$ cat src/rtl/fir_pkg.sv
// Shared types and constants for the FIR filter and its downstream DAC serialiser.
// The serialiser FSM state type lives here so the bench and other blocks can decode it.
package fir_pkg;

  localparam int SAMPLE_WIDTH = 16;
  localparam int DAC_CLK_DIV  = 2;

  typedef logic signed [SAMPLE_WIDTH-1:0] sample_t;

  typedef enum logic [1:0] {
    IDLE,
    SETUP,
    SHIFT,
    GAP
  } dac_state_t;

endpackage

$ cat src/rtl/sclk_divider.sv
// Clock-enable generator for the DAC serial clock: one tick every CLK_DIV cycles,
// split into rise/fall enables while toggling is allowed. No derived clocks.
module sclk_divider #(
  parameter int CLK_DIV = 2
) (
  input  logic ck,
  input  logic rst,
  input  logic start,
  input  logic enable,
  input  logic toggle,
  output logic tick,
  output logic rise_en,
  output logic fall_en
);

  localparam int            CW   = (CLK_DIV > 1) ? $clog2(CLK_DIV) : 1;
  localparam logic [CW-1:0] LAST = CW'(CLK_DIV - 1);

  logic [CW-1:0] count;
  logic          phase;

  assign tick    = enable && (count == LAST);
  assign rise_en = tick && toggle && !phase;
  assign fall_en = tick && toggle && phase;

  // NOTE: sequential state uses non-blocking assignments so every flop samples pre-edge values.
  always_ff @(posedge ck or posedge rst) begin
    if (rst) begin
      count <= '0;
      phase <= 1'b0;
    end else if (start) begin
      count <= '0;
      phase <= 1'b0;
    end else if (enable) begin
      if (count == LAST) count <= '0;
      else               count <= count + 1'b1;
      if (tick && toggle) phase <= ~phase;
    end
  end

endmodule

$ cat src/rtl/dac_serialiser.sv
// Serialises FIR output samples MSB first into an SPI-like DAC (sclk/sdata/cs_n),
// with a one-deep hold buffer so the FIR never stalls; late samples are dropped and flagged.
module dac_serialiser
  import fir_pkg::*;
#(
  parameter int WIDTH         = SAMPLE_WIDTH,
  parameter int CLK_DIV       = DAC_CLK_DIV,
  parameter int CS_GAP        = 2,
  parameter int CAPTURE_DELAY = 1,
  parameter bit OFFSET_BINARY = 1'b0
) (
  input  logic                    ck,
  input  logic                    rst,
  input  logic signed [WIDTH-1:0] sample_in,
  input  logic                    sample_valid,
  output logic                    sclk,
  output logic                    sdata,
  output logic                    cs_n,
  output logic                    busy,
  output logic                    overrun
);

  localparam int BW = $clog2(WIDTH + 1);
  localparam int GW = (CS_GAP > 1) ? $clog2(CS_GAP) : 1;
  localparam logic [WIDTH-1:0] MSB_FLIP = OFFSET_BINARY ? {1'b1, {(WIDTH-1){1'b0}}} : '0;

  dac_state_t       state, state_nxt;
  logic             capture;
  logic [WIDTH-1:0] capt_word;
  logic [WIDTH-1:0] hold;
  logic             hold_full, hold_full_nxt;
  logic [WIDTH-1:0] shreg;
  logic [BW-1:0]    bit_cnt;
  logic [GW-1:0]    gap_cnt;
  logic             gap_last, xfer, last_fall;
  logic             tick, rise_en, fall_en;
  logic             sclk_nxt, sdata_nxt, cs_n_nxt, busy_nxt;

  // Capture strobe: either the FIR strobe itself or one cycle later, matching its output register.
  if (CAPTURE_DELAY != 0) begin : g_delay
    logic valid_d;
    always_ff @(posedge ck or posedge rst) begin
      if (rst) valid_d <= 1'b0;
      else     valid_d <= sample_valid;
    end
    assign capture = valid_d;
  end else begin : g_direct
    assign capture = sample_valid;
  end

  assign capt_word = sample_in ^ MSB_FLIP;

  sclk_divider #(.CLK_DIV(CLK_DIV)) u_div (
    .ck      (ck),
    .rst     (rst),
    .start   (xfer),
    .enable  ((state == SETUP) || (state == SHIFT)),
    .toggle  (state == SHIFT),
    .tick    (tick),
    .rise_en (rise_en),
    .fall_en (fall_en)
  );

  always_ff @(posedge ck or posedge rst) begin
    if (rst) state <= IDLE;
    else     state <= state_nxt;
  end

  // NOTE: every signal gets a default first, so no path through this block can infer a latch.
  always_comb begin
    state_nxt = state;
    gap_last  = (state == GAP) && (gap_cnt == GW'(CS_GAP - 1));
    xfer      = hold_full && ((state == IDLE) || gap_last);
    last_fall = (state == SHIFT) && fall_en && (bit_cnt == BW'(WIDTH));

    case (state)
      IDLE:    if (hold_full) state_nxt = SETUP;
      SETUP:   if (tick)      state_nxt = SHIFT;
      SHIFT:   if (last_fall) state_nxt = GAP;
      GAP:     if (gap_last)  state_nxt = hold_full ? SETUP : IDLE;
      default:                state_nxt = IDLE;
    endcase

    // A capture always leaves the buffer full: either it was accepted or the held word was kept.
    hold_full_nxt = capture || (hold_full && !xfer);
    cs_n_nxt      = (state_nxt == IDLE) || (state_nxt == GAP);

    sclk_nxt = sclk;
    if (state_nxt != SHIFT) sclk_nxt = 1'b0;
    else if (rise_en)       sclk_nxt = 1'b1;
    else if (fall_en)       sclk_nxt = 1'b0;

    sdata_nxt = sdata;
    if (xfer)          sdata_nxt = hold[WIDTH-1];
    else if (cs_n_nxt) sdata_nxt = 1'b0;
    else if (fall_en)  sdata_nxt = shreg[WIDTH-2];

    busy_nxt = (state_nxt != IDLE) || hold_full_nxt;
  end

  always_ff @(posedge ck or posedge rst) begin
    if (rst) begin
      hold      <= '0;
      hold_full <= 1'b0;
      shreg     <= '0;
      bit_cnt   <= '0;
      gap_cnt   <= '0;
      sclk      <= 1'b0;
      sdata     <= 1'b0;
      cs_n      <= 1'b1;
      busy      <= 1'b0;
      overrun   <= 1'b0;
    end else begin
      // The transfer reads the old hold value, so a same-cycle capture can overwrite it safely.
      if (capture && (!hold_full || xfer)) hold <= capt_word;
      if (capture && hold_full && !xfer)   overrun <= 1'b1;
      hold_full <= hold_full_nxt;

      if (xfer)         shreg <= hold;
      else if (fall_en) shreg <= shreg << 1;

      if (xfer)         bit_cnt <= '0;
      else if (rise_en) bit_cnt <= bit_cnt + 1'b1;

      if ((state == GAP) && (state_nxt == GAP)) gap_cnt <= gap_cnt + 1'b1;
      else                                      gap_cnt <= '0;

      sclk  <= sclk_nxt;
      sdata <= sdata_nxt;
      cs_n  <= cs_n_nxt;
      busy  <= busy_nxt;
    end
  end

endmodule
$ cat config.mk
export PLATFORM = sky130hd
export DESIGN_NAME = dac_serialiser
export DESIGN_NICKNAME = d
export VERILOG_FILES = /design/src/rtl/fir_pkg.sv /design/src/rtl/sclk_divider.sv /design/src/rtl/dac_serialiser.sv
export SDC_FILE = /design/constraint.sdc
export NUM_CORES = 1
export LEC_CHECK = 0
export ABC_AREA = 0
export BUFFER_PORTS_ARGS = -buffer_cell sky130_fd_sc_hd__buf_2
export CORE_MARGIN = 2
export CORE_UTILIZATION = 55
export CTS_CLUSTER_DIAMETER = 120
export DETAILED_ROUTE_END_ITERATION = 6
export HOLD_SLACK_MARGIN = 0.15
export PLACE_DENSITY = 0.81
export SLEW_MARGIN = 0
export SYNTH_ARGS = -nofsm -noshare
export SYNTH_HDL_FRONTEND = slang
export SYNTH_SLANG_ARGS = --single-unit
$ cat constraint.sdc
create_clock -name ck -period 3.3 [get_ports ck]
set_input_delay 0.165 -clock ck [delete_from_list [all_inputs] [get_ports ck]]
set_output_delay 0.165 -clock ck [all_outputs]
set_load 0.01 [all_outputs]
# Word level (Yosys, flattened, before mapping)

Index checks and enable logic that the tools add are counted.

Register bits: 48
Latch bits: 0
RAM bits: 0
Bits in read-only memories: 0
Input port bits: 19
Output and inout bits: 5
Logic and storage cells: 79
Memories: 0

Add/subtract/negate cells: 3
$mul: 0
Div/mod/pow operators: 0
$lt $le $gt $ge: 0
Equal/unequal tests: 6
Shifts and indexed selects: 0
Mux-type cells: 23
Bitwise logic cells: 1
Reductions and logical operators: 32

Operators by type and width:

| operator            | number |
|---|---|
| $mux 15             | 2 |
| $mux 1              | 14 |
| $logic_and 1x1->1   | 13 |
| $mux 5              | 2 |
| $reduce_bool 2->1   | 5 |
| $mux 2              | 4 |
| $pmux 2 s4          | 1 |
| $eq 2x2->1 const B  | 3 |
| $logic_or 1x1->1    | 6 |
| $reduce_bool 3->1   | 2 |
| $add 5x1->5 const B | 1 |
| $eq 5x5->1 const B  | 1 |
| $logic_not 2->1     | 2 |
| $logic_not 1->1     | 3 |
| $add 1x1->1 const B | 2 |
| $eq 2x1->1 const B  | 1 |
| $ne 2x2->1 const B  | 1 |
| $reduce_and 2->1    | 1 |
| $not 1->1           | 1 |

# Longest topological paths before layout

Depth in word-level cells: 13
Gate-level depth with buffers: 10
Gate-level depth less buffers: 9

# By module

From an unflattened synthesis, not the netlist that was laid out.

Cell total of the unflattened synthesis: 168
Area total of the unflattened synthesis: 2317.2 um^2

By module, submodules not included:

| module         | times used | cells an instance | area an instance (um^2) |
|---|---|---|---|
| dac_serialiser | 1          | 156               | 2193.4 |
| sclk_divider   | 1          | 12                | 123.9 |

# Worst setup path after synthesis

Ideal clock, no wire load.

Path kind: register to register
Start: register state[0]
End: register sdata
Library setup time: 95 ps
Data arrival time: 2147 ps
Required time: 3205 ps
Path slack: 1057 ps
Cell stages (with the launch flop): 11
Cell sequence: dfrtp_1 -> inv_1 -> ha_1 -> buf_4 -> nand4_1 -> nor4b_1 -> nor4_1 -> or3_1 -> ha_1 -> inv_1 -> o31ai_1

Longest elaborated chain between the ends: 13
Elaborated cells on any way between the ends: 24
Classes of those cells: eq/ne (4); mux (7); reduce/logical (13)

Ends and longest elaborated chain:

| what                                          | line                  | RTL |
|---|---|---|
| from (decl)                                   | dac_serialiser.sv:27  | `dac_state_t state, state_nxt;` |
| from (signal assigned)                        | dac_serialiser.sv:66  | `else state <= state_nxt;` |
| $eq 2x1->1 or $eq 2x2->1 (tied branches)      | --                    |  |
| $logic_or 1x1->1                              | dac_serialiser.sv:57  | `.enable ((state == SETUP) \|\| (state == SHIFT)),` |
| $logic_and 1x1->1                             | sclk_divider.sv:22    | `assign tick = enable && (count == LAST);` |
| $logic_and 1x1->1 (2 in a row)                | sclk_divider.sv:24    | `assign fall_en = tick && toggle && phase;` |
| $logic_and 1x1->1 (2 in a row)                | dac_serialiser.sv:74  | `last_fall = (state == SHIFT) && fall_en && (bit_cnt == BW'(WIDTH));` |
| $mux 2                                        | dac_serialiser.sv:79  | `SHIFT: if (last_fall) state_nxt = GAP;` |
| $pmux 2 s4 *                                  | dac_serialiser.sv:76  | `case (state)` |
| $eq 2x2->1 or $logic_not 2->1 (tied branches) | dac_serialiser.sv:86  | `cs_n_nxt = (state_nxt == IDLE) \|\| (state_nxt == GAP);` |
| $logic_or 1x1->1 *                            | dac_serialiser.sv:86  |  |
| net cs_n_nxt                                  | dac_serialiser.sv:37  | `logic sclk_nxt, sdata_nxt, cs_n_nxt, busy_nxt;` |
| $mux 1                                        | dac_serialiser.sv:95  | `else if (cs_n_nxt) sdata_nxt = 1'b0;` |
| $mux 1                                        | dac_serialiser.sv:94  | `if (xfer) sdata_nxt = hold[WIDTH-1];` |
| to (signal assigned)                          | dac_serialiser.sv:129 | `sdata <= sdata_nxt;` |
| to (decl)                                     | dac_serialiser.sv:17  | `output logic sdata,` |

Mark *: on every way through the listed nets, which the timed path passes. The rest lies on a longest branch.
A chain may end at the register's enable or synchronous reset.

# Final worst setup path

Ends and elaborated chain as after synthesis.

==> reports/metrics.csv <==
stage,metric,value,unit
global_route,antenna_found_initial,0,
outcome,status,"finished, final reports clean",
clock_tree,clk_pin_slew,80,ps
detailed_routing,vias,1476,
placed_design,numPortBuffers,23,
die,die_h,67.49,um
timing,max_freq,383.7,MHz
detailed_routing,wl_per_cell,13.67,um
detailed_routing,ant_nets,0,
synthesis,synth_seq_cells,48,
placed_design,detailed_place.area,0.002327,sq mm
layout,area_growth,17.32,%
timing,final-hold-violation-count,0,
layout,stdcell_area,0.002601,sq mm
setup_path,critPathRequiredTime,3510,ps
layout,fillCellCount,284,
timing,finalCriticalPeriod,2606,ps
clock_tree,root_buffer,clkbuf_8,
timing,max_slew_margin,0.3625,
power_and_ir_drop,p_per_area,820.0,mW/mm^2
timing,report.final.slew_viol_count,0,
die,die_area,0.004555,sq mm
die,core_area,0.003943,sq mm
synthesis,syn-cell-area,0.002217,sq mm
placed_design,dp_hpwl,2516,um
setup_path,crit_arrival,2810,ps
die,pin_count,24,
detailed_routing,routed_wl,3773,um
clock_tree,cts_made_buffers,5,
setup_path,crit_path_start,state[0],
synthesis,yosysWarningCount,0,
synthesis,ys_top_cells_by_area,"dfrtp_1 53%, mux2_2 8.1%, mux2i_1 7.2%",
detailed_routing,via_per_inst,5.348,
synthesis,yosysTopAreaCellShare,0.5305,
layout,final_cells,276,
clock_tree,clk_latency,300,ps
timing,rsz0062_at_grt,false,
placed_design,gp_congestion,0.7970,
clock_tree,postCtsResizedCells,0,
die,num_rows,23,
global_route,grt_overflow,0,
synthesis,synth-edff-count,0,
placed_design,dp.cells,250,
synthesis,synth_cell_type_count,35,
detailed_routing,dr.pass1.iters,4,
synthesis,synth-async-reset-ratio,1.000,
layout,final_layout_size_suffix_gt1_frac,0.2389,
setup_path,rrSetupSlack,690,ps
synthesis,syn_area_per_cell,11.92,sq um
synthesis,yosysTopAreaCell,dfrtp_1,
global_route,first_global_vias,1444,
global_route,grt_start_max_net_pins,49,
detailed_routing,first_iter_violations,47,
clock_tree,cts_tree,done,
power_and_ir_drop,ir_drop,0.0007267,V
timing,period_share,0.7897,
setup_path,worstSetupStartpointType,flip-flop,
timing,tightest_slew,954.8,ps
timing,tns,0,ps
clock_tree,clockBufferDepth,2,
power_and_ir_drop,leakagePower,0.001273,uW
synthesis,syn-num-nets,214,
timing,clock_skew,7.795,ps
setup_path,cp_max_fo,7,
setup_path,end_kind,flip-flop,
die,start_util,0.5624,
setup_path,critPathKind,reg2reg,
clock_tree,cts_setup_buffers,0,
setup_path,r2r_start,state[0],
clock_tree,cts.sinks,48,
worst_hold_path,worstHoldPathType,reg2reg,
layout,final_nets,253,
setup_path,reg2reg_depth,9,
die,die_width,67.49,um
timing,setup_viol,0,
setup_path,rr_endpoint,sdata,
synthesis,synthCells,186,
layout,finish.utilization,0.6598,
layout,insertedDiodeCount,0,
synthesis,ys.flop_type,dfrtp_1,
global_route,grt_pass1_wl,6499,um
setup_path,crit_end,sdata,
flow_run,drv_cap,0,
global_route,gr-usage-all-layers,0.1955,
synthesis,seq_area_frac_synth,0.5423,
clock_tree,ctsHtreeMaxLevel,2,
detailed_routing,route.detailed.drc,0,
[sequential cells by signal, indices dropped and copies added (netlist names), 2 cells and up]
signal   cells
bit_cnt      5
hold        16
shreg       15
state        2
[cell usage in the layout (no fill, tap or decap), types with 2 or more instances in the layout]
cell	instances
dfrtp_1	47
buf_2	23
nand2_1	22
dlygate4sd3_1	18
mux2_2	16
mux2i_1	16
o21ai_0	14
ha_1	9
nor2_1	7
inv_1	7
clkbuf_8	6
xor2_1	4
nand4_1	3
nor2b_1	3
a21oi_1	3
or3_1	2
a31oi_1	2
nand3_1	2
xnor2_1	2
[power by group]
group | switching, uW | internal (uW)
combinational | 423 | 362
sequential | 154 | 834
clock | 189 | 170
[what timing repair did]
action                                  4_1_cts  5_1_grt
hold endpoints to repair                     64        0
hold buffers                                 18        0
endpoints found under the setup margin        0        0
[cell usage after synthesis, types with 2 or more instances]
library cell and instances:
buf_6 3, inv_1 8, buf_4 4, nand3_1 2, nand4_1 3, mux2i_1 16, a21oi_1 3, ha_1 9
xnor2_1 2, a31oi_1 2, nor2b_1 4, or3_1 2, o21ai_0 14, buf_2 2, nand2_1 22, nor2_1 7
dfrtp_1 47, xor2_1 4, mux2_2 16
[worst max-delay path, stage by stage (launching register included)]
cell and delay [ps]:
dfrtp_1 460, inv_1 100, ha_1 420, nand4_1 130, nor4b_1 350, nor4_1 120, or3_1 400, ha_1 290
inv_1 40, o31ai_1 210
[how the worst min path moves through the flow]
| stage | depth (start not counted) | start | to |
|---|---|---|---|
| 5_1_grt | 1 | overrun | overrun |
| 2_1_floorplan | 0 | sample_valid | capture |
| 4_1_cts | 1 | overrun | overrun |
| 3_5_place_dp | 1 | sample_valid | capture |
| 6_report | 1 | overrun | overrun |
| 3_3_place_gp | 1 | sample_valid | capture |
[cells by family after synthesis]
family | Yosys count | synth area share
AND/OR/NAND/NOR | 48 | 0.1078
AO/OA/AOI/OAI | 25 | 0.07337
adder cells (fa/ha/maj) | 9 | 0.05079
XOR/XNOR | 6 | 0.02370
flip-flops | 48 | 0.5423
multiplexers | 32 | 0.1535
buffers and inverters | 18 | 0.04853
[final cells by class]
type / count / area [sq um] / area share
clock buffers: 7 / 86.33 / 0.03319
clock inverters: 1 / 7.507 / 0.002886
inverters: 8 / 30.03 / 0.01154
multi-input cells: 120 / 909.6 / 0.3497
flip-flops and latches: 48 / 1202 / 0.4622
well taps: 50 / 62.56 / 0.02405
repair buffers: 42 / 302.8 / 0.1164
[stage by stage]
stage	worst slack [ps]	hold WS [ps]	power, uW
finish	693.9	467.2	2133
global route	502.5	499.3	2307
CTS	655.0	469.1	2146
detailed placement	776.8	276.0	1769
global placement	920.0	274.4	1720
floorplan	1057	196.4	1626
[routing by layer]
| metal | vias to the layer above | wire (um) | global-route usage |
|---|---|---|---|
| met5 | - | 0 | 0 |
| met3 | 8 | 87 | 0.04000 |
| met1 | 741 | 1619 | 0.2453 |
| met4 | 0 | 89 | 0.09694 |
| met2 | 18 | 1976 | 0.3211 |
| li1 | 709 | - | - |
Power figures use the tool's default switching activity.
